--- src/rtl/nand_lu_pkg.sv ---
// Shared opcode encoding and NAND-only helper primitives for the logic unit.
package nand_lu_pkg;

    localparam int unsigned OP_W    = 3;
    localparam int unsigned NUM_OPS = 1 << OP_W;

    localparam logic [OP_W-1:0] OP_AND  = 3'd0;
    localparam logic [OP_W-1:0] OP_OR   = 3'd1;
    localparam logic [OP_W-1:0] OP_XOR  = 3'd2;
    localparam logic [OP_W-1:0] OP_XNOR = 3'd3;
    localparam logic [OP_W-1:0] OP_NOT  = 3'd4;
    localparam logic [OP_W-1:0] OP_NAND = 3'd5;
    localparam logic [OP_W-1:0] OP_NOR  = 3'd6;
    localparam logic [OP_W-1:0] OP_PASS = 3'd7;

    function automatic logic nand2(input logic x, input logic y);
        return ~(x & y);
    endfunction

    // 2:1 mux from three NANDs plus a NAND-inverter on the select
    function automatic logic mux2(input logic s, input logic d0, input logic d1);
        logic ns;
        ns = nand2(s, s);
        return nand2(nand2(d0, ns), nand2(d1, s));
    endfunction

endpackage

--- src/rtl/nand_logic_slice.sv ---
// One-bit combinational cell: all eight logic functions and the opcode mux,
// built exclusively from 2-input NANDs.
module nand_logic_slice
    import nand_lu_pkg::*;
(
    input  logic            a,
    input  logic            b,
    input  logic [OP_W-1:0] op,
    output logic            y
);

    logic               na;
    logic               nb;
    logic               nab;
    logic               f_and;
    logic               f_or;
    logic               f_nor;
    logic               f_xor;
    logic               f_xnor;
    logic [NUM_OPS-1:0] f;
    logic [3:0]         m0;
    logic [1:0]         m1;

    always_comb begin
        na     = nand2(a, a);
        nb     = nand2(b, b);
        nab    = nand2(a, b);
        f_and  = nand2(nab, nab);
        f_or   = nand2(na, nb);
        f_nor  = nand2(f_or, f_or);
        f_xor  = nand2(nand2(a, nab), nand2(b, nab));
        f_xnor = nand2(f_xor, f_xor);

        f          = '0;
        f[OP_AND]  = f_and;
        f[OP_OR]   = f_or;
        f[OP_XOR]  = f_xor;
        f[OP_XNOR] = f_xnor;
        f[OP_NOT]  = na;
        f[OP_NAND] = nab;
        f[OP_NOR]  = f_nor;
        f[OP_PASS] = a;

        // binary mux tree, LSB of the opcode selects first
        m0 = '0;
        for (int i = 0; i < 4; i++) begin
            m0[i] = mux2(op[0], f[2*i], f[2*i+1]);
        end
        m1 = '0;
        for (int i = 0; i < 2; i++) begin
            m1[i] = mux2(op[1], m0[2*i], m0[2*i+1]);
        end
        y = mux2(op[2], m1[0], m1[1]);
    end

endmodule

--- src/rtl/nand_logic_unit.sv ---
// Two-stage pipelined WIDTH-bit NAND logic unit with valid/ready handshakes,
// result accumulator for chained operations, and a saturating completion counter.
module nand_logic_unit
    import nand_lu_pkg::*;
#(
    parameter int unsigned WIDTH = 8,
    parameter int unsigned CNT_W = 16
) (
    input  logic             clk,
    input  logic             rst_n,
    input  logic             in_valid,
    output logic             in_ready,
    input  logic [OP_W-1:0]  in_op,
    input  logic             in_chain,
    input  logic [WIDTH-1:0] in_a,
    input  logic [WIDTH-1:0] in_b,
    output logic             out_valid,
    input  logic             out_ready,
    output logic [WIDTH-1:0] out_y,
    output logic             out_zero,
    output logic [CNT_W-1:0] op_count
);

    logic             s1_valid;
    logic [OP_W-1:0]  s1_op;
    logic             s1_chain;
    logic [WIDTH-1:0] s1_a;
    logic [WIDTH-1:0] s1_b;
    logic             s2_valid;
    logic [WIDTH-1:0] acc;

    logic             s2_adv;
    logic             s1_adv;
    logic             in_fire;
    logic [WIDTH-1:0] eff_a;
    logic [WIDTH-1:0] y_c;

    always_comb begin
        s2_adv   = !s2_valid || out_ready;
        s1_adv   = s1_valid && s2_adv;
        in_ready = !s1_valid || s2_adv;
        in_fire  = in_valid && in_ready;
        // in-order issue guarantees acc already holds the previous result
        eff_a    = s1_chain ? acc : s1_a;
    end

    for (genvar i = 0; i < int'(WIDTH); i++) begin : g_slice
        nand_logic_slice u_slice (
            .a  (eff_a[i]),
            .b  (s1_b[i]),
            .op (s1_op),
            .y  (y_c[i])
        );
    end

    // Stage 1: operand capture
    always_ff @(posedge clk or negedge rst_n) begin
        if (!rst_n) begin
            s1_valid <= 1'b0;
            s1_op    <= '0;
            s1_chain <= 1'b0;
            s1_a     <= '0;
            s1_b     <= '0;
        end else if (in_fire) begin
            s1_valid <= 1'b1;
            s1_op    <= in_op;
            s1_chain <= in_chain;
            s1_a     <= in_a;
            s1_b     <= in_b;
        end else if (s1_adv) begin
            s1_valid <= 1'b0;
        end
    end

    // Stage 2: result register and accumulator
    always_ff @(posedge clk or negedge rst_n) begin
        if (!rst_n) begin
            s2_valid <= 1'b0;
            out_y    <= '0;
            out_zero <= 1'b0;
            acc      <= '0;
        end else if (s1_adv) begin
            s2_valid <= 1'b1;
            out_y    <= y_c;
            out_zero <= ~|y_c;
            acc      <= y_c;
        end else if (out_ready) begin
            s2_valid <= 1'b0;
        end
    end

    assign out_valid = s2_valid;

    // Saturating count of output handshakes
    always_ff @(posedge clk or negedge rst_n) begin
        if (!rst_n) begin
            op_count <= '0;
        end else if (s2_valid && out_ready && (op_count != {CNT_W{1'b1}})) begin
            op_count <= op_count + CNT_W'(1);
        end
    end

endmodule
--- config.mk ---
export PLATFORM = sky130hd
export DESIGN_NAME = nand_logic_unit
export DESIGN_NICKNAME = d
export VERILOG_FILES = /design/src/rtl/nand_lu_pkg.sv /design/src/rtl/nand_logic_slice.sv /design/src/rtl/nand_logic_unit.sv
export SDC_FILE = /design/constraint.sdc
export NUM_CORES = 1
export LEC_CHECK = 0
export ABC_AREA = 0
export BUFFER_PORTS_ARGS = -buffer_cell sky130_fd_sc_hd__buf_2
export CORE_MARGIN = 8
export CORE_UTILIZATION = 39
export DETAILED_ROUTE_END_ITERATION = 6
export PLACE_DENSITY_LB_ADDON = 0.08
export SLEW_MARGIN = 30
export SYNTH_ARGS = -nofsm -noshare
export SYNTH_HDL_FRONTEND = slang
export SYNTH_HIERARCHICAL = 1
export SYNTH_SLANG_ARGS = --single-unit
--- constraint.sdc ---
create_clock -name clk -period 3.6 [get_ports clk]
set_input_delay 1.08 -clock clk [delete_from_list [all_inputs] [get_ports clk]]
set_output_delay 1.08 -clock clk [all_outputs]
set_load 0.1 [all_outputs]
; Word level (Yosys, flattened, before mapping)
; Index checks and enable logic that the tools add are counted.
[word_totals]
wordCells = 463
register_bits = 47
inputBits = 24
[classes]
bitwise_logic = 435
n_reduce_logical = 12
addsub = 1
n_mux = 5
eq_ne = 1
[op_table]
columns = op, count
row1 = 1-bit NOT, 227
row2 = 1-bit AND, 208
row3 = 16-bit by 1-bit adder with 16-bit output (second input constant), 1
row4 = 16-bit inequality test (second input constant), 1
row5 = 8-bit two-way mux, 1
row6 = 8-bit OR reduction, 1
row7 = 1-bit logical AND, 4
row8 = 1-bit two-way mux, 4
row9 = 2-bit nonzero test, 2
row10 = 1-bit zero test, 3
row11 = 1-bit logical OR, 2

; Logic depth before layout (Yosys ltp)
[depth]
word_depth = 21
ltp_mapped = 9

; Cells and area by module
; Netlist, hierarchy kept.
[modules_own_cells]
columns = module, instances, cells_per_inst, seq_area_each_um2, area_each_um2
row1 = nand_logic_unit, 1, 152, 1176.1, 2080.7
row2 = nand_logic_slice, 8, 12, 0.0, 117.6

; Worst setup path after synthesis
; OpenSTA, ideal clock, no wires.
[synth_path]
path_type = register to output
startpoint = reg s2_valid, in the netlist out_valid
endpoint = out in_ready
n_path_buf = 0
path_stages_with_launch = 2
t_arrival_ns = 1.966
path_slack_ns = 0.554
t_required_ns = 2.520
cell_sequence = dfrtp_1 -> nand3b_1
[synth_via]
elab_chain_cells = 3
[synth_rtl]
columns = element, line
row1 = "start, declared", nand_logic_unit.sv:29  ; logic s2_valid;
row2 = "start signal, assigned", nand_logic_unit.sv:78  ; s2_valid <= 1'b0;
row3 = "start signal, assigned", nand_logic_unit.sv:83  ; s2_valid <= 1'b1;
row4 = "start signal, assigned", nand_logic_unit.sv:88  ; s2_valid <= 1'b0;
row5 = 1-bit zero test, nand_logic_unit.sv:39  ; s2_adv = !s2_valid || out_ready;
row6 = 1-bit logical OR, nand_logic_unit.sv:39
row7 = 1-bit logical OR, nand_logic_unit.sv:41  ; in_ready = !s1_valid || s2_adv;
row8 = "end, declared", nand_logic_unit.sv:12  ; output logic in_ready,
; No other way between the ends.

; Worst setup path after layout
[layout_path]
startpoint = in out_ready
endpoint = out in_ready
[layout_via]
elab_chain_cells = 2
[layout_rtl]
columns = element, line
row1 = "start, declared", nand_logic_unit.sv:18  ; input logic out_ready,
row2 = 1-bit logical OR, nand_logic_unit.sv:39
row3 = 1-bit logical OR, nand_logic_unit.sv:41
; No other way between the ends.

==> qor.yml <==
p_sw_w: 0.00126
synth_edf_count: 0
timing.fmax_mhz: 350
die_w_um: 104
power.density_nw_per_um2: 700
totalWireLength_mm: 6.20
setup_violations: 0
final_nets: 364
first_global_vias: 2191
cp-start-kind: "primary input"
avgSynthCellArea_sq_um: 12.2
r2r-start: "s1_chain"
synth_area_sq_um: 3020
path_max_fanout: 5
crit_path_cell_trace: "buf_2, nand3b_1, buf_2"
r2r-end: "out_zero"
p_int_w: 0.00119
seq_area_frac_synth_pct: 38.9
die_y_um: 104
min_to: "out_zero"
yosys.area_share.simple_pct: 11.3
power.total_w: 0.00245
status: "finished clean"
gp_congestion: 0.776
cts.clk_slew.worst_paths_ns: 0.09
cts_max_level: 2
place_hpwl_mm: 4.69
fill_cells: 719
maxCapViolations: 0
grt_max_degree: 33
synth_area_leader_cell: "dfrtp_1"
setup_tns_ns: 0
post-synth-top-count-cell: "dfrtp_1"
grt_use_total_pct: 12.0
rsz0062_at_grt: "false"
synthAdderAreaFrac_pct: 13.7
arrival_ns: 1.78
cpMostUsedCell: "buf_2"
hold_viol_final: 0
p_leak_nw: 1.73
cts_made_buffers: 5
ios: 51
antenna_found_initial: 0
required_ns: 2.52
yosysTopAreaCellShare_pct: 38.9
antennaDiodeCount: 0
clk_path_buf_depth: 2
cpLargestDelayFamily: "buffers and inverters"
wl_per_cell_um: 15.1
coreArea_sq_um: 7610
start_util_pct: 39.7
endpoint_kind: "output pin"
grt_pass1_wl_mm: 10.7
holdPathStages: 2
swShare_pct: 51.5
cts_tree: "yes"
seq_power_share_pct: 32.3
slew_headroom_pct: 52.4
root_buffer: "clkbuf_8"
ir_worst_vdd_mv: 0.634
postSynthCellCount: 248
path_buf_inv: 2
synth-xor-area-share_pct: 4.06
vias_per_cell: 4.96
min_from: "out_zero"
yosys_warnings: 6
r2r_cells: 8
row_count: 32
clk_latency_ns: 0.30
io_buffers: 50
synthesis.nets: 305
muxShareOfSynthArea_pct: 25.5
vias: 2034
synth_top_family_by_area: "multiplexers"
min_period_ns: 2.86
finClkSkew_ns: 0.00489
cts.sinks: 47
hp-class: "flip-flop to flip-flop"
drv_slew: 0
drt_iter0_drc: 38
drive_gt1_share_pct: 37.7
crit_path_top_delay_cell: "buf_2"
ys_top_cells_by_area: "dfrtp_1, ha_1, mux2_2"
async_reset_ff_share_pct: 100
comb_power_share_pct: 54.7
post_cts_buffers: 0
crit_type: "primary input to output pin"
synthToLayoutAreaGrowth_pct: 16.0
antenna_left: 0
cts-resized-gates: 0
dr.pass1.iters: 4
worst_pin_slew_ns: 0.714
die-area_sq_um: 10800
grt-ovfl-total: 0
synth_flop_cell: "dfrtp_1"
clkPwrFrac_pct: 13.0
ys_seq_elements: 47
yosys-top-cells-count: "dfrtp_1, mux2_2, ha_1"
drc_errors: 0
cp_slowest_stage_delay_ns: 0.44
synth_compound_gate_area_share_pct: 4.10
synth_cell_type_count: 38
holdBufCountCts: 0
r2r_setup_slack_ns: 0.76
post-route-period-util_pct: 79.4
flip-flops by register name, indices dropped and copies added (netlist names):
name / count
op_count: 16
acc: 8
s1_a: 8
s1_b: 8
s1_op: 3
out_valid: 1
out_zero: 1
s1_chain: 1
s1_valid: 1
power groups by stage:
stage / clock, W / sequential, W / combinational, W
2_1_floorplan: 0 / 0.00137 / 0.000519
4_1_cts: 0.000336 / 0.000798 / 0.00136
3_5_place_dp: 0 / 0.000808 / 0.00135
5_1_grt: 0.000357 / 0.000818 / 0.00146
3_3_place_gp: 0 / 0.000808 / 0.00134
6_report: 0.000318 / 0.000793 / 0.00134
area by class of cell:
type	count	area [sq um]	area share [%]
flip-flops and latches	47	1180	33.6
inverters	16	60.1	1.71
multi-input cells	182	1770	50.5
repair buffers	55	288	8.21
well taps	102	128	3.64
clock buffers	7	76.3	2.18
clock inverters	1	5.00	0.143
worst max-delay path by stage:
stage	to	start	cells after the start
detailed placement	in_ready	out_ready	3
finish	in_ready	out_ready	3
floorplan	in_ready	out_valid	1
global placement	in_ready	out_ready	3
global route	out_zero	s1_chain	8
CTS	out_zero	s1_chain	8
routing by layer:
layer	share of wire, %	up-vias	GRT usage [%]
met5	0	-	0
met4	1.2	0	4.03
met1	49	988	15.7
met2	47	31	19.0
met3	3.4	6	2.91
li1	-	1009	-
stage by stage:
stage / instance area [sq um] / setup WS [ns] / util [%] / hold WS [ns] / cells
finish: 3510 / 0.742 / 46.1 / 0.497 / 410
detailed placement: 3420 / 0.744 / 45.0 / 0.485 / 402
CTS: 3500 / 0.727 / 46.1 / 0.502 / 410
global placement: 3420 / 0.752 / 45.0 / 0.482 / 402
floorplan: 3020 / 0.554 / - / 0.457 / 248
global route: 3510 / 0.499 / 46.1 / 0.526 / 410
cells by family (layout without fill, tap and decap cells):
| logic type | count (synthesis) | in the layout |
|---|---|---|
| AOI/OAI and AO/OA | 20 | 20 |
| xor gates and xnor gates | 14 | 14 |
| buffers and inverters | 19 | 79 |
| DFF | 47 | 47 |
| and+or+nand+nor | 54 | 54 |
| adders and majority gates | 33 | 33 |
| muxes | 61 | 61 |
cells in the final DEF (no fill, tap or decap), types with 9 or more instances in the layout:
cell type / netlist / layout
xor2_1: 13 / 13
nand2_1: 19 / 19
buf_2: 2 / 50
dfrtp_1: 47 / 46
o21ai_0: 9 / 9
inv_1: 16 / 16
ha_1: 33 / 33
mux2_2: 36 / 36
worst register-to-register path, cell delays in order, from the launching register on:
cell and delay, ns:
dfrtp_1 0.61, mux2_2 0.44, inv_1 0.10, ha_1 0.24, mux2_1 0.29, mux4_2 0.47
nor4_1 0.39, nand2_1 0.10, o21ai_0 0.14
No activity file was read; power rests on OpenSTA's default activity.
